### src/rtl/sap1_pkg.sv
// rtl/sap1_pkg.sv - shared opcodes, T-state encodings and control-word layout for the SAP-1 sequencer
package sap1_pkg;

  localparam int T_W = 6;

  typedef enum logic [3:0] {
    OP_LDA = 4'h0,
    OP_ADD = 4'h1,
    OP_SUB = 4'h2,
    OP_JMP = 4'h4,
    OP_JC  = 4'h5,
    OP_JZ  = 4'h6,
    OP_OUT = 4'hE,
    OP_HLT = 4'hF
  } opcode_e;

  localparam logic [T_W-1:0] T1 = 6'b000001;
  localparam logic [T_W-1:0] T2 = 6'b000010;
  localparam logic [T_W-1:0] T3 = 6'b000100;
  localparam logic [T_W-1:0] T4 = 6'b001000;
  localparam logic [T_W-1:0] T5 = 6'b010000;
  localparam logic [T_W-1:0] T6 = 6'b100000;

  localparam int CW_W   = 13;
  localparam int CW_CP  = 0;
  localparam int CW_EP  = 1;
  localparam int CW_NLM = 2;
  localparam int CW_ER  = 3;
  localparam int CW_NLI = 4;
  localparam int CW_EI  = 5;
  localparam int CW_NLA = 6;
  localparam int CW_EA  = 7;
  localparam int CW_NLB = 8;
  localparam int CW_EU  = 9;
  localparam int CW_SUB = 10;
  localparam int CW_NLO = 11;
  localparam int CW_NLP = 12;

  // Loads are active-low, so the idle word has every nL* bit set.
  localparam logic [CW_W-1:0] CW_INACTIVE = CW_W'((1 << CW_NLM) | (1 << CW_NLI) | (1 << CW_NLA) |
                                                 (1 << CW_NLB) | (1 << CW_NLO) | (1 << CW_NLP));

endpackage

### src/rtl/sap1_control_sequencer_if.sv
// rtl/sap1_control_sequencer_if.sv - control bus between the sequencer and the accumulator datapath
interface sap1_control_sequencer_if;
  import sap1_pkg::*;

  logic           run;
  logic [3:0]     ir_opcode;
  logic           CF;
  logic           ZF;
  logic           Cp;
  logic           Ep;
  logic           nLm;
  logic           Er;
  logic           nLi;
  logic           Ei;
  logic           nLa;
  logic           Ea;
  logic           nLb;
  logic           Eu;
  logic           sub;
  logic           nLo;
  logic           nLp;
  logic           halt;
  logic [T_W-1:0] t_state;

  modport master (
    input  run, ir_opcode, CF, ZF,
    output Cp, Ep, nLm, Er, nLi, Ei, nLa, Ea, nLb, Eu, sub, nLo, nLp, halt, t_state
  );

  modport slave (
    output run, ir_opcode, CF, ZF,
    input  Cp, Ep, nLm, Er, nLi, Ei, nLa, Ea, nLb, Eu, sub, nLo, nLp, halt, t_state
  );

endinterface

### src/rtl/sap1_ring_counter.sv
// rtl/sap1_ring_counter.sv - one-hot T-state ring with run enable and halt clear
module sap1_ring_counter #(
  parameter int N = 6
) (
  input  logic         clk,
  input  logic         rst,
  input  logic         run,
  input  logic         halt,
  output logic [N-1:0] t_state
);

  always_ff @(posedge clk or posedge rst) begin
    if (rst) begin
      t_state <= N'(1);
    end else if (halt) begin
      t_state <= '0;
    end else if (run) begin
      t_state <= {t_state[N-2:0], t_state[N-1]};
    end
  end

endmodule

### src/rtl/sap1_control_sequencer.sv
// rtl/sap1_control_sequencer.sv - microcoded T-cycle sequencer: flag latch, halt register and strobe decode
module sap1_control_sequencer
  import sap1_pkg::*;
#(
  parameter int T_STATES = 6
) (
  input  logic                       clk,
  input  logic                       rst,
  sap1_control_sequencer_if.master   bus
);

  logic [T_W-1:0]  t_state;
  logic            halt_q;
  logic            cf_q;
  logic            zf_q;
  logic            halt_req;
  logic [CW_W-1:0] cw;

  // The opcode is only valid once the IR has loaded, so HLT is acted on at the end of T4.
  assign halt_req = bus.run && !halt_q && (t_state == T4) && (bus.ir_opcode == OP_HLT);

  sap1_ring_counter #(.N(T_STATES)) u_ring (
    .clk     (clk),
    .rst     (rst),
    .run     (bus.run),
    .halt    (halt_req | halt_q),
    .t_state (t_state)
  );

  always_ff @(posedge clk or posedge rst) begin
    if (rst) begin
      halt_q <= 1'b0;
      cf_q   <= 1'b0;
      zf_q   <= 1'b0;
    end else begin
      if (halt_req) begin
        halt_q <= 1'b1;
      end
      if (bus.run && !halt_q && (t_state == T3)) begin
        cf_q <= bus.CF;
        zf_q <= bus.ZF;
      end
    end
  end

  always_comb begin
    cw = CW_INACTIVE;
    if (bus.run && !halt_q && !rst) begin
      case (t_state)
        T1: begin cw[CW_EP] = 1'b1; cw[CW_NLM] = 1'b0; end
        T2: cw[CW_CP] = 1'b1;
        T3: begin cw[CW_ER] = 1'b1; cw[CW_NLI] = 1'b0; end
        T4: begin
          case (bus.ir_opcode)
            OP_LDA, OP_ADD, OP_SUB: begin cw[CW_EI] = 1'b1; cw[CW_NLM] = 1'b0; end
            OP_OUT: begin cw[CW_EA] = 1'b1; cw[CW_NLO] = 1'b0; end
            OP_JMP: begin cw[CW_EI] = 1'b1; cw[CW_NLP] = 1'b0; end
            OP_JC:  if (cf_q) begin cw[CW_EI] = 1'b1; cw[CW_NLP] = 1'b0; end
            OP_JZ:  if (zf_q) begin cw[CW_EI] = 1'b1; cw[CW_NLP] = 1'b0; end
            default: ;
          endcase
        end
        T5: begin
          case (bus.ir_opcode)
            OP_LDA: begin cw[CW_ER] = 1'b1; cw[CW_NLA] = 1'b0; end
            OP_ADD: begin cw[CW_ER] = 1'b1; cw[CW_NLB] = 1'b0; end
            OP_SUB: begin cw[CW_ER] = 1'b1; cw[CW_NLB] = 1'b0; cw[CW_SUB] = 1'b1; end
            default: ;
          endcase
        end
        T6: begin
          case (bus.ir_opcode)
            OP_ADD: begin cw[CW_EU] = 1'b1; cw[CW_NLA] = 1'b0; end
            OP_SUB: begin cw[CW_EU] = 1'b1; cw[CW_NLA] = 1'b0; cw[CW_SUB] = 1'b1; end
            default: ;
          endcase
        end
        default: ;
      endcase
    end
  end

  assign bus.Cp      = cw[CW_CP];
  assign bus.Ep      = cw[CW_EP];
  assign bus.nLm     = cw[CW_NLM];
  assign bus.Er      = cw[CW_ER];
  assign bus.nLi     = cw[CW_NLI];
  assign bus.Ei      = cw[CW_EI];
  assign bus.nLa     = cw[CW_NLA];
  assign bus.Ea      = cw[CW_EA];
  assign bus.nLb     = cw[CW_NLB];
  assign bus.Eu      = cw[CW_EU];
  assign bus.sub     = cw[CW_SUB];
  assign bus.nLo     = cw[CW_NLO];
  assign bus.nLp     = cw[CW_NLP];
  assign bus.halt    = halt_q;
  assign bus.t_state = t_state;

endmodule

### src/flat_wrapper.sv
// flat-port wrapper written by rule: the top's interface ports become plain ports
module sap1_control_sequencer_flat import sap1_pkg::*;
#(
  parameter int T_STATES = 6
)
  (clk, rst, bus_run, bus_ir_opcode, bus_CF, bus_ZF, bus_Cp, bus_Ep, bus_nLm, bus_Er, bus_nLi, bus_Ei, bus_nLa, bus_Ea, bus_nLb, bus_Eu, bus_sub, bus_nLo, bus_nLp, bus_halt, bus_t_state);
  sap1_control_sequencer_if bus_i ();
  input  logic clk;
  input  logic rst;
  input wire logic [$bits(bus_i.run)-1:0] bus_run;
  input wire logic [$bits(bus_i.ir_opcode)-1:0] bus_ir_opcode;
  input wire logic [$bits(bus_i.CF)-1:0] bus_CF;
  input wire logic [$bits(bus_i.ZF)-1:0] bus_ZF;
  output wire logic [$bits(bus_i.Cp)-1:0] bus_Cp;
  output wire logic [$bits(bus_i.Ep)-1:0] bus_Ep;
  output wire logic [$bits(bus_i.nLm)-1:0] bus_nLm;
  output wire logic [$bits(bus_i.Er)-1:0] bus_Er;
  output wire logic [$bits(bus_i.nLi)-1:0] bus_nLi;
  output wire logic [$bits(bus_i.Ei)-1:0] bus_Ei;
  output wire logic [$bits(bus_i.nLa)-1:0] bus_nLa;
  output wire logic [$bits(bus_i.Ea)-1:0] bus_Ea;
  output wire logic [$bits(bus_i.nLb)-1:0] bus_nLb;
  output wire logic [$bits(bus_i.Eu)-1:0] bus_Eu;
  output wire logic [$bits(bus_i.sub)-1:0] bus_sub;
  output wire logic [$bits(bus_i.nLo)-1:0] bus_nLo;
  output wire logic [$bits(bus_i.nLp)-1:0] bus_nLp;
  output wire logic [$bits(bus_i.halt)-1:0] bus_halt;
  output wire logic [$bits(bus_i.t_state)-1:0] bus_t_state;
  assign bus_i.run = bus_run;
  assign bus_i.ir_opcode = bus_ir_opcode;
  assign bus_i.CF = bus_CF;
  assign bus_i.ZF = bus_ZF;
  assign bus_Cp = bus_i.Cp;
  assign bus_Ep = bus_i.Ep;
  assign bus_nLm = bus_i.nLm;
  assign bus_Er = bus_i.Er;
  assign bus_nLi = bus_i.nLi;
  assign bus_Ei = bus_i.Ei;
  assign bus_nLa = bus_i.nLa;
  assign bus_Ea = bus_i.Ea;
  assign bus_nLb = bus_i.nLb;
  assign bus_Eu = bus_i.Eu;
  assign bus_sub = bus_i.sub;
  assign bus_nLo = bus_i.nLo;
  assign bus_nLp = bus_i.nLp;
  assign bus_halt = bus_i.halt;
  assign bus_t_state = bus_i.t_state;
  sap1_control_sequencer #(.T_STATES(T_STATES)) u_core (.clk(clk), .rst(rst), .bus(bus_i));
endmodule
### config.mk
export PLATFORM = sky130hd
export DESIGN_NAME = sap1_control_sequencer_flat
export DESIGN_NICKNAME = d
export VERILOG_FILES = /design/src/rtl/sap1_pkg.sv /design/src/rtl/sap1_control_sequencer_if.sv /design/src/rtl/sap1_ring_counter.sv /design/src/rtl/sap1_control_sequencer.sv /design/src/flat_wrapper.sv
export SDC_FILE = /design/constraint.sdc
export NUM_CORES = 1
export LEC_CHECK = 0
export CAP_MARGIN = 20
export CORE_MARGIN = 8
export CORE_UTILIZATION = 53
export DETAILED_ROUTE_END_ITERATION = 12
export DONT_BUFFER_PORTS = 1
export PLACE_DENSITY_LB_ADDON = 0.3
export REMOVE_ABC_BUFFERS = 1
export SLEW_MARGIN = 20
export SYNTH_ARGS = -nofsm -noshare
export SYNTH_HDL_FRONTEND = slang
export SYNTH_SLANG_ARGS = --single-unit
### constraint.sdc
create_clock -name clk -period 1.84 [get_ports clk]
set_input_delay 0.276 -clock clk [delete_from_list [all_inputs] [get_ports clk]]
set_output_delay 0.276 -clock clk [all_outputs]
set_load 0.05 [all_outputs]
==> results of run 1 <==
==> timing repair <==
action | 4_1_cts
pin swaps | 9
setup buffers | 8
endpoints found under the setup margin | 13
resized for setup | 36
endpoints found under the hold margin | 8
hold buffers | 1
==> cells in the mapped netlist, drive strengths merged (3+ instances only) <==
library cell	count	area, um^2
nor2b	4	25.02
nand3b	3	22.52
or3b	3	28.78
inv	5	18.77
clkbuf	5	18.77
buf	3	21.27
nor2	6	22.52
nor4	7	43.79
nand3	4	20.02
dfrtp	8	200.2
or3	3	23.77
mux2i	5	50.05
nor3	4	20.02
nand2	4	15.01
==> logic make-up after synthesis <==
| family | Yosys count | share of synthesized area |
|---|---|---|
| AOI/OAI and AO/OA | 7 | 0.06922 |
| buffers and inverters | 13 | 0.08132 |
| muxes | 7 | 0.1003 |
| xor gates and xnor gates | 2 | 0.02423 |
| and+or+nand+nor | 48 | 0.4118 |
| DFF | 9 | 0.3132 |
==> stage by stage <==
stage | hold slack [ns] | TNS, ns | cells | cell area (um^2)
CTS | 0.1099 | -2.425 | 138 | 1252
detailed placement | 0.1747 | -0.3788 | 125 | 984.7
global placement | 0.1688 | -0.2161 | 125 | 984.7
floorplan | 0.1111 | -9.806 | 78 | 683.2
==> summary.md, run 1 <==
| Metric | Value |
|---|---|
| Top_reg_cell synth | dfrtp_1 |
| Syn avg cell area | 8.409 um^2 |
| Dpl hpwl | about 1.8 mm |
| Worst-path endpoint after global-route repair_timing | bus_Er |
| Starting Density | 0.5628 |
| Cell count after synthesis | 86 |
| Dpl ws | -0.1282 ns |
| CTS sink count | 9 |
| Sequential share of the synthesized area | 0.3131 |
| #FFs+latches synth | 9 |
| Worst EP kind | primary output |
| Status | did not finish |
| CTS Buf Count | 3 |
| Max Root-Sink Buffers | 2 |
| Input/output buffers | 0 |
| Root Driver | clkbuf_4 |
| Ports | 29 |
| Largest net degree at the start of global routing | 12 |
| Yosys cell types | 34 |
| Rows | 13 |
| Ys async rst share | 1.000 |
| H-tree levels | 1 |
| EDFF count, synth | 0 |
| RePlAce Congestion | 0.8221 |
| Syn. warnings | 0 |
| Chip height | between 50 and 60 um |
| Die X | 52.94 um |
| Mapped cell area | 723.2 um^2 |
| Stage where the flow stopped | global routing (5_1_grt) |
| Error | [ERROR DPL-0038] Utilization greater than 100%, impossible to legalize |
==> run 2, diff against run 1 <==
--- a/config.mk
+++ b/config.mk
@@ -6,11 +6,11 @@
 export NUM_CORES = 1
 export LEC_CHECK = 0
 export CAP_MARGIN = 20
-export CORE_MARGIN = 8
-export CORE_UTILIZATION = 53
+export CORE_AREA = 8 8 69 71
 export DETAILED_ROUTE_END_ITERATION = 12
+export DIE_AREA = 0 0 77 79
 export DONT_BUFFER_PORTS = 1
-export PLACE_DENSITY_LB_ADDON = 0.3
+export PLACE_DENSITY_LB_ADDON = 0.15
 export REMOVE_ABC_BUFFERS = 1
 export SLEW_MARGIN = 20
 export SYNTH_ARGS = -nofsm -noshare
==> constraint.sdc (replaced) <==
create_clock -name clk -period 2.4 [get_ports clk]
set_input_delay 0.36 -clock clk [delete_from_list [all_inputs] [get_ports clk]]
set_output_delay 0.36 -clock clk [all_outputs]
set_load 0.05 [all_outputs]
==> run 2 against run 1 <==
Effect of this change: the run now ends clean; area after synthesis stayed put; synthesized cell count stayed put.
==> summary.md, run 2 <==
| Metric | Value |
|---|---|
| EDFF count, synth | 0 (unchanged) |
| Vias | 678 |
| Routed WL | between 2 and 2.5 mm |
| Slew HR | 0.7169 |
| Drt via density | roughly 4.4 |
| Peak VDD IR | about 0.00011 V |
| Fin. max-slew vios | 0 |
| Syn avg cell area | 8.409 um^2 (unchanged) |
| CTS Buf Count | 3 (unchanged) |
| Post-route ant nets | 0 |
| Most common cell after layout, fill and taps aside | buf_4 |
| Ys async rst share | 1.000 (unchanged) |
| Design Area, Final | 997.2 um^2 |
| Ranking of synthesized cells by area | dfrtp_1 28%, mux2i_1 6.9%, nor4_1 6.1% (unchanged) |
| Placed cell areas | 930.9 um^2 (was 984.7 um^2) |
| Syn. warnings | 0 (unchanged) |
| Most frequent cells in the layout | 18 x buf_4, 8 x dfrtp_1, 6 x nor2_1 |
| Sequential share of the synthesized area | 0.3131 (unchanged) |
| Pleak | around 0.43 nW |
| Max_cap viols | 0 |
| Area Growth Syn to Fin | 37.89% |
| WS Path Type | flop to output port |
| Core Region | about 3800 um^2 |
| P_int | ~360 uW |
| Fin Clk Skew | 0.006753 ns |
| Detailed router's first-iteration violation count | 27 |
| Chip height | 79 um (was 52.94 um) |
| Starting Density | 0.1904 (was 0.5628) |
| Slew @ Worst Pin | between 0.4 and 0.5 ns |
| Hold Vio Cnt, Final | 0 |
| Rows | 23 (was 13) |
| Overflow after GRT | 0 |
| Clk pwr share | 0.325 |
| Clock tree from TritonCTS | done |
| Initial antenna violation count | 0 |
| Min Hold Slack | ~0.23 ns |
| CTS clk-pin slew, worst paths | ~0.050 ns |
| Dominant cell type by area after synthesis | dfrtp_1 (unchanged) |
| Ports | 29 (unchanged) |
| Dpl hpwl | 1.776 mm (was 1.821 mm) |
| Fmax | around 430 MHz |
| Yosys cell types | 34 (unchanged) |
| Setup Viol. Count Final | 0 |
| Inserted Diodes | 0 |
| Postcts setup bufs | 0 (was 8) |
| CP endpoint kind | output port |
| Layout Cells excl Fill | around 150 |
| Period utilization | 0.9715 |
| CP required | between 2 and 2.5 ns |
| Mapped cell area | 723.2 um^2 (unchanged) |
| Setup TNS | 0 ns |
| Pwr Density | between 500 and 600 nW/um^2 |
| GR Util All Layers | 0.07244 |
| Post-synth top cells | 8 x dfrtp_1, 7 x nor4_1, 6 x nor2_1 (unchanged) |
| Die X | 77 um (was 52.94 um) |
| Comb pwr share | 0.309 |
| Largest net degree at the start of global routing | 12 |
| Largest reg by FF count | u_core.u_ring.t_state |
| Routed len/inst | between 10 and 15 um |
| Unrepaired setup endpoints after global routing | no |
| Sw Ratio | 0.3343 |
| RePlAce Congestion | 0.7255 (was 0.8221) |
| Crit-path max FO | 5 |
| H-tree levels | 1 (unchanged) |
| #FFs+latches synth | 9 (unchanged) |
| Final core utilization | 0.2625 |
| Status | completed (was did not finish) |
| Input/output buffers | 0 (unchanged) |
| Share of cells above drive strength 1 | 0.3786 |
| Cell count after synthesis | 86 (unchanged) |
| Worst Hold Class | input pin to flop |
| Switch Pwr | 179.0 uW |
| Share of the synthesized area in the top cell type | 0.2768 (unchanged) |
| Vias in the first global route | 679 |
| Root Driver | clkbuf_8 (was clkbuf_4) |
| Total Die Area | just over 6000 um^2 |
| DRT Pass-1 Iters | 4 |
| Top_reg_cell synth | dfrtp_1 (unchanged) |
| Placed Cells | 148 (was 125) |
| Worst path arrival time | between 1.5 and 2 ns |
| Tmin final | ~2.3 ns |
| Net count, final | around 110 |
| Startpoint types | flop |
| Clk Latency, worst-skew pair | 0.23 ns |
| Reg power frac | 0.366 |
| Max Root-Sink Buffers | 2 (unchanged) |
| Dpl ws | 0.2155 ns (was -0.1282 ns) |
| CTS sink count | 9 (unchanged) |
| Number of remaining DRC errors | 0 |
| Final Power | 535.5 uW |
| Most common cell in the netlist | dfrtp_1 (unchanged) |
| Final WS setup | roughly 0.068 ns |
| Max FFs per register | 6 |
| Global-route wire length before repair | approximately 3.7 mm |
==> run 2: cell counts after synthesis <==
Identical to the previous run, type by type.
==> run 2: path summary, 6_finish.rpt <==
check,from,end,depth (start not counted),slack (ns)
max in group asynchronous,rst,u_core.u_ring.t_state[0],2,1.54
min,bus_run,u_core.u_ring.t_state[4],1,0.23
max,u_core.bus.halt,bus_nLb,4,0.07
min in group asynchronous,rst,u_core.bus.halt,2,0.55
max reg2reg,u_core.u_ring.t_state[3],u_core.u_ring.t_state[4],3,0.65
min reg2reg,u_core.cf_q,u_core.cf_q,1,0.51
==> run 2: timing repair <==
item,4_1_cts,5_1_grt
hold endpoints to repair,5,0
hold buffers,1,0
pin swaps,0,1
endpoints found under the setup margin,1,1
resized for setup,1,1
==> run 2: critical path: stages, from the launching register on <==
cell and delay, ns:
dfrtp_1 0.38, or3b_4 0.42, or3_4 0.38, or3_1 0.40
buf_6 0.16
==> run 2: kinds of logic (layout without fill, tap and decap cells) <==
group	count (synthesis)	after routing	share of synthesized area
compound gates	7	7	0.06922
xor+xnor	2	2	0.02423
mux	7	7	0.1003
simple gates	48	48	0.4118
buf+inv	13	30	0.08132
flops	9	9	0.3132
==> run 2: power groups by stage <==
stage | clock network [mW] | logic (mW) | registers, mW
CTS | 0.178 | 0.167 | 0.197
detailed placement | 0 | 0.165 | 0.199
global placement | 0 | 0.165 | 0.199
finish | 0.174 | 0.165 | 0.196
floorplan | 0 | 0.0844 | 0.232
global route | 0.191 | 0.183 | 0.201
==> run 2: final cells by class <==
type / instances / area [um^2]
Fill cell: 418 / 2801
Multi-Input combinational cell: 64 / 466.7
Sequential cell: 9 / 226.5
Timing Repair Buffer: 21 / 176.4
Tap cell: 50 / 62.56
Clock buffer: 3 / 41.29
Inverter: 5 / 18.77
Clock inverter: 1 / 5.005
==> run 2: layer usage <==
metal,global-route usage,part of all wire
met1,0.08868,0.46
met2,0.1088,0.42
met3,0.02596,0.099
met4,0.03962,0.011
met5,0,0
Power figures use the tool's default switching activity.
==> run 3, diff against run 2 <==
--- a/config.mk
+++ b/config.mk
@@ -6,9 +6,9 @@
 export NUM_CORES = 1
 export LEC_CHECK = 0
 export CAP_MARGIN = 20
-export CORE_AREA = 8 8 69 71
+export CORE_AREA = 2 2 63 65
 export DETAILED_ROUTE_END_ITERATION = 12
-export DIE_AREA = 0 0 77 79
+export DIE_AREA = 0 0 65 67
 export DONT_BUFFER_PORTS = 1
 export PLACE_DENSITY_LB_ADDON = 0.15
 export REMOVE_ABC_BUFFERS = 1
==> run 3 against run 2 <==
Effect of this change: the run now ends with negative hold slack left; die area decreased by 28%; largest power group unchanged; power decreased by 0.48%; worst setup slack improved by 0.0033 ns; final area decreased by 2.9%; critical path type unchanged; global-route usage increased by 2.6 points; clock power about the same; sequential cell count unchanged; final cell count decreased by 3.3%; maximum frequency increased by 0.14%; via count increased by 1.2%; clock skew decreased by 0.0053 ns; largest cell class unchanged; first-iteration DRC count increased by 37%.
==> summary.md, run 3 (same netlist as run 2, synthesis figures left out) <==
| Metric | Value |
|---|---|
| Post-cts sizing count | 0 (was 1) |
| Rows | 22 (was 23) |
| Min Hold Slack | -0.004583 ns (was 0.2269 ns) |
| Most common cell after layout, fill and taps aside | buf_4 (unchanged) |
| Pleak | 0.4117 nW (was 0.4294 nW) |
| Setup TNS | 0 ns (unchanged) |
| Status | finished, violations left (was completed) |
| Failing checks | negative hold slack |
| Post-route ant nets | 0 (unchanged) |
| Clk Latency, worst-skew pair | 0.23 ns (about the same) |
| RePlAce Congestion | 0.7246 (was 0.7255) |
| Fin. max-slew vios | 0 (unchanged) |
| Routed len/inst | 13.43 um (was 14.40 um) |
| Ports | 29 (unchanged) |
| Layout Cells excl Fill | 148 (was 153) |
| Final Power | 533.0 uW (was 535.5 uW) |
| Fill cell count | 402 (was 418) |
| Drt via density | 4.635 (was 4.431) |
| Final WS setup | 0.07160 ns (was 0.06829 ns) |
| Pwr Density | 550.3 nW/um^2 (was 537.0 nW/um^2) |
| CP required | 2.04 ns (about the same) |
| Post-CTS Hold Fix Bufs | 0 (was 1) |
| Global-route wire length before repair | 3.146 mm (was 3.657 mm) |
| Max FFs per register | 6 (unchanged) |
| Startpoint types | flop (unchanged) |
| Worst r2r dst | u_core.u_ring.t_state[4] (unchanged) |
| Clock tree from TritonCTS | done (unchanged) |
| R2r startpoint | u_core.u_ring.t_state[0] (was u_core.u_ring.t_state[3]) |
| Share of cells above drive strength 1 | 0.3600 (was 0.3786) |
| Fmax | 429.5 MHz (was 428.9 MHz) |
| Dpl hpwl | 1.631 mm (was 1.776 mm) |
| Core Region | 3606 um^2 (was 3799 um^2) |
| Max_cap viols | 0 (unchanged) |
| Most frequent cells in the layout | 16 x buf_4, 8 x dfrtp_1, 6 x nor2_1 (was 18 x buf_4, 8 x dfrtp_1, 6 x nor2_1) |
| Root Driver | clkbuf_8 (unchanged) |
| Net count, final | 110 (was 113) |
| Setup Viol. Count Final | 0 (unchanged) |
| H-tree levels | 1 (unchanged) |
| Period utilization | 0.9702 (was 0.9715) |
| Dpl ws | 0.2648 ns (was 0.2155 ns) |
| Peak VDD IR | 0.0001507 V (was 0.0001122 V) |
| Largest net degree at the start of global routing | 12 (unchanged) |
| Placed Cells | 144 (was 148) |
| Largest reg by FF count | u_core.u_ring.t_state (unchanged) |
| Vias | 686 (was 678) |
| Unrepaired setup endpoints after global routing | no (unchanged) |
| Starting Density | 0.2006 (was 0.1904) |
| Area Growth Syn to Fin | 33.91% (was 37.89%) |
| Crit path to | bus_nLb (unchanged) |
| Number of remaining DRC errors | 0 (unchanged) |
| R2R Setup Slk | 0.66 ns (was 0.65 ns) |
| Final core utilization | 0.2686 (was 0.2625) |
| Max Root-Sink Buffers | 2 (unchanged) |
| Worst Hold Class | input pin to asynchronous set/reset pin (was input pin to flop) |
| Crit-path max FO | 5 (unchanged) |
| Chip height | 67 um (was 79 um) |
| Input/output buffers | 0 (unchanged) |
| Postcts setup bufs | 0 (unchanged) |
| Tmin final | 2.328 ns (was 2.332 ns) |
| Crit path from | u_core.bus.halt (unchanged) |
| Fin Clk Skew | 0.001457 ns (was 0.006753 ns) |
| CTS sink count | 9 (unchanged) |
| CTS clk-pin slew, worst paths | 0.04 ns (was 0.05 ns) |
| DRT Pass-1 Iters | 4 (unchanged) |
| Worst-case reg-to-reg path depth | 3 (unchanged) |
| CTS Buf Count | 3 (unchanged) |
| GR Util All Layers | 0.09800 (was 0.07244) |
| Worst path arrival time | 1.97 ns (about the same) |
| Initial antenna violation count | 0 (unchanged) |
| Total Die Area | 4355 um^2 (was 6083 um^2) |
| CP endpoint kind | output port (unchanged) |
| Slew @ Worst Pin | 0.4147 ns (was 0.4241 ns) |
| Slew HR | 0.7233 (was 0.7169) |
| Inserted Diodes | 0 (unchanged) |
| Detailed router's first-iteration violation count | 37 (was 27) |
| Routed WL | 1.987 mm (was 2.203 mm) |
| WS Path Type | flop to output port (unchanged) |
| Hold Vio Cnt, Final | 8 (was 0) |
| Vias in the first global route | 632 (was 679) |
| Die X | 65 um (was 77 um) |
| Overflow after GRT | 0 (unchanged) |
-- run 3: cell count changes in the layout (fill, tap and decap cells not counted) --
cell           change
clkinv_2           -1
o21ai_1            -1
o21ai_0            +1
buf_4              -2
dlygate4sd3_1      -1
clkbuf_1           +1
-- run 3: worst min path at each step --
stage / startpoint / endpoint
final: rst / u_core.u_ring.t_state[2]
after global placement: rst / u_core.cf_q
after floorplan: rst / u_core.bus.halt
after CTS: rst / u_core.u_ring.t_state[5]
after detailed placement: rst / u_core.zf_q
after global routing: rst / u_core.u_ring.t_state[5]
-- run 3: report_power, final --
| group | switching (mW) | internal, mW |
|---|---|---|
| logic | 0.0948 | 0.0630 |
| registers | 0.0252 | 0.177 |
| clock network | 0.0574 | 0.116 |
-- run 3: layer usage --
| metal | track usage | share of wire |
|---|---|---|
| met4 | 0.07181 | 0.030 |
| met3 | 0.02534 | 0.11 |
| met2 | 0.1495 | 0.42 |
| met5 | 0 | 0 |
| met1 | 0.1184 | 0.45 |
-- run 3: through the flow --
step	area [um^2]	hold WS, ns
finish	968.4	-0.004583
global route	968.4	0.01835
CTS	958.4	0.009591
detailed placement	913.4	0.2590
global placement	913.4	0.2510
floorplan	683.2	0.1951
-- run 3: layout make-up --
cell class,count,area [um^2],area share
well taps,48,60.06,0.06202
clock buffers,4,45.04,0.04651
inverters,5,18.77,0.01938
multi-input cells,64,466.7,0.4819
flip-flops and latches,9,226.5,0.2338
repair buffers,18,151.4,0.1563
-- run 3: critical path: stages, from the launching register on --
cell,delay [ns]
dfrtp_1,0.37
or3b_4,0.43
or3_4,0.38
or3_1,0.39
buf_6,0.16
==> run 4, diff against run 3 <==
--- a/config.mk
+++ b/config.mk
@@ -7,6 +7,7 @@
 export LEC_CHECK = 0
 export CAP_MARGIN = 20
 export CORE_AREA = 2 2 63 65
+export CTS_CLUSTER_DIAMETER = 50
 export DETAILED_ROUTE_END_ITERATION = 12
 export DIE_AREA = 0 0 65 67
 export DONT_BUFFER_PORTS = 1
==> constraint.sdc (replaced) <==
create_clock -name clk -period 2.2 [get_ports clk]
set_input_delay 0.33 -clock clk [delete_from_list [all_inputs] [get_ports clk]]
set_output_delay 0.33 -clock clk [all_outputs]
set_load 0.05 [all_outputs]
==> run 4 against run 3 <==
Effect of this change: the run now ends clean; sequential power rose by 8%; routed wire length up 12%; clock skew grew 0.0014 ns; die area is the same; via count increased by 3.2%; worst setup slack lost 0.046 ns; sequential cell count stayed put; utilization grew 3.0 points; first-iteration DRC count increased by 92%.
==> summary.md, run 4 (same netlist as run 2, synthesis figures left out) <==
| Metric | Value |
|---|---|
| CTS sink count | 9 (unchanged) |
| H-tree levels | 1 (unchanged) |
| CP max stage delay | 0.38 ns (was 0.43 ns) |
| Initial antenna violation count | 0 (unchanged) |
| Routed WL | 2.220 mm (was 1.987 mm) |
| Met3 usage | 0.02027 (was 0.02534) |
| Input/output buffers | 0 (unchanged) |
| Pwr Density | 562.4 nW/um^2 (was 550.3 nW/um^2) |
| Top Usage Layer GRT | met2 (unchanged) |
| Clk Latency, worst-skew pair | 0.23 ns (about the same) |
| R2R Setup Slk | 0.57 ns (was 0.66 ns) |
| Chip height | 67 um (unchanged) |
| Overflow after GRT | 0 (unchanged) |
| GR Util All Layers | 0.1119 (was 0.09800) |
| Worst Hold Class | input pin to flop (was input pin to asynchronous set/reset pin) |
| Met2 Use GR | 0.1920 (was 0.1495) |
| Final core utilization | 0.2988 (was 0.2686) |
| Root Driver | clkbuf_8 (unchanged) |
| Fin Clk Skew | 0.002886 ns (was 0.001457 ns) |
| Drt via density | 4.597 (was 4.635) |
| Period utilization | 0.9882 |
| Number of remaining DRC errors | 0 (unchanged) |
| Pleak | 0.4424 nW (was 0.4117 nW) |
| Largest net degree at the start of global routing | 12 (unchanged) |
| RePlAce Congestion | 0.7080 (was 0.7246) |
| Starting Density | 0.2006 (unchanged) |
| Max Root-Sink Buffers | 2 (unchanged) |
| Routed len/inst | 14.42 um (was 13.43 um) |
| Hold Vio Cnt, Final | 0 (was 8) |
| Fmax | 460.0 MHz |
| R2r startpoint | u_core.u_ring.t_state[0] (unchanged) |
| Clock tree from TritonCTS | done (unchanged) |
| Net count, final | 116 (was 110) |
| Vias in the first global route | 749 (was 632) |
| M1 GR Usage | 0.1334 (was 0.1184) |
| Dpl hpwl | 1.751 mm (was 1.631 mm) |
| Most frequent cells in the layout | 18 x buf_4, 7 x dfrtp_1, 6 x nor2_1 (was 16 x buf_4, 8 x dfrtp_1, 6 x nor2_1) |
| Hold endpoint | u_core.u_ring.t_state[4] |
| CTS clk-pin slew, worst paths | 0.04 ns (about the same) |
| Crit. path cell count | 4 (unchanged) |
| Hold path cells | 1 |
| CP endpoint kind | output port (unchanged) |
| Max_cap viols | 0 (unchanged) |
| Setup Viol. Count Final | 0 (unchanged) |
| Hold_sp | bus_run |
| Max FFs per register | 6 (unchanged) |
| Crit-path max FO | 4 (was 5) |
| Startpoint types | flop (unchanged) |
| Cell family with the largest share of critical-path delay | simple AND/OR/NAND/NOR gates (unchanged) |
| Global-route wire length before repair | 3.726 mm (was 3.146 mm) |
| Fin. max-slew vios | 0 (unchanged) |
| Fill cell count | 397 (was 402) |
| Status | completed (was finished, violations left) |
| Area Growth Syn to Fin | 48.96% (was 33.91%) |
| Final WS setup | 0.02593 ns (was 0.07160 ns) |
| Detailed router's first-iteration violation count | 71 (was 37) |
| Peak VDD IR | 0.0001844 V (was 0.0001507 V) |
| Inserted Diodes | 0 (unchanged) |
| Die X | 65 um (unchanged) |
| Unrepaired setup endpoints after global routing | yes (was no) |
| Worst-case reg-to-reg path depth | 3 (unchanged) |
| Most common cell after layout, fill and taps aside | buf_4 (unchanged) |
| Worst r2r dst | u_core.u_ring.t_state[4] (unchanged) |
| Total Die Area | 4355 um^2 (unchanged) |
| Crit path max-delay cell type | or3b_4 (unchanged) |
| Rows | 22 (unchanged) |
| WS Path Type | flop to output port (unchanged) |
| Ports | 29 (unchanged) |
| Crit path cell chain | or3b_4, or3_4, or3_1, buf_6 (unchanged) |
| WP buf/inv | 1 (unchanged) |
| Vias | 708 (was 686) |
| Post-route ant nets | 0 (unchanged) |
| CP required | 1.87 ns (was 2.04 ns) |
| Dpl ws | -0.006660 ns (was 0.2648 ns) |
| Worst path arrival time | 1.84 ns (was 1.97 ns) |
| CTS Buf Count | 3 (unchanged) |
| Core Region | 3606 um^2 (unchanged) |
| Tmin final | roughly 2.2 ns |
| Slew @ Worst Pin | 0.3650 ns (was 0.4147 ns) |
| Slew HR | 0.7544 (was 0.7233) |
| DRT Pass-1 Iters | 4 (unchanged) |
| Share of cells above drive strength 1 | 0.4434 (was 0.3600) |
| Largest reg by FF count | u_core.u_ring.t_state (unchanged) |
## run 4: cell types whose count changed in the layout (fill, tap and decap cells not counted), sizes merged
cell         before  now
buf              18   23
dlygate4sd3       0    1
## run 4: timing repair
item                                   4_1_cts  5_1_grt
endpoints found under the hold margin        8        0
pin swaps                                    6        2
hold buffers                                 1        0
resized for setup                            7        5
setup buffers                                1        0
setup endpoints to repair                   11        7
## run 4: power breakdown
group	internal [mW]	switching [mW]	total [mW]	leakage, nW
logic	0.0843	0.113	0.197	0.302
clock network	0.126	0.0638	0.190	0.0228
registers	0.193	0.0255	0.219	0.118
## run 4: layout make-up
cell class,instances,area [um^2],share of cell area
multi-input combinational,64,506.7,0.4704
clock buffer,4,45.04,0.04181
timing repair buffer,24,219.0,0.2033
inverter,5,18.77,0.01742
sequential,9,227.7,0.2114
tap,48,60.06,0.05575
## run 4: routing by layer
metal,vias to the layer above,share of wire
met5,-,0
met4,0,0.020
met3,4,0.087
met2,28,0.48
met1,325,0.41
li1,351,-
## run 4: how the worst max path moves through the flow
| stage | slack, ns | from | end |
|---|---|---|---|
| after floorplan | -1.69 | u_core.u_ring.t_state[3] | bus_nLo |
| after global routing | -0.03 | u_core.u_ring.t_state[1] | bus_nLb |
| after CTS | -0.02 | u_core.bus.halt | bus_nLb |
| final | 0.03 | u_core.bus.halt | bus_nLb |
| after detailed placement | -0.007 | u_core.u_ring.t_state[5] | bus_Ei |
| after global placement | 0.01 | u_core.u_ring.t_state[5] | bus_Ei |
## run 4: metrics by stage
stage          hold WS (ns)  instance area (um^2)  total power, mW  setup TNS (ns)  instances
3_3_place_gp         0.2090                 955.9           0.4006               0        148
3_5_place_dp         0.2049                 955.9           0.4026       -0.006660        148
6_report             0.1959                  1077           0.6059               0        154
5_1_grt              0.2022                  1077           0.6420        -0.04997        154
2_1_floorplan        0.1651                 683.2           0.3454          -6.349         78
4_1_cts              0.1915                  1052           0.6074        -0.03035        154
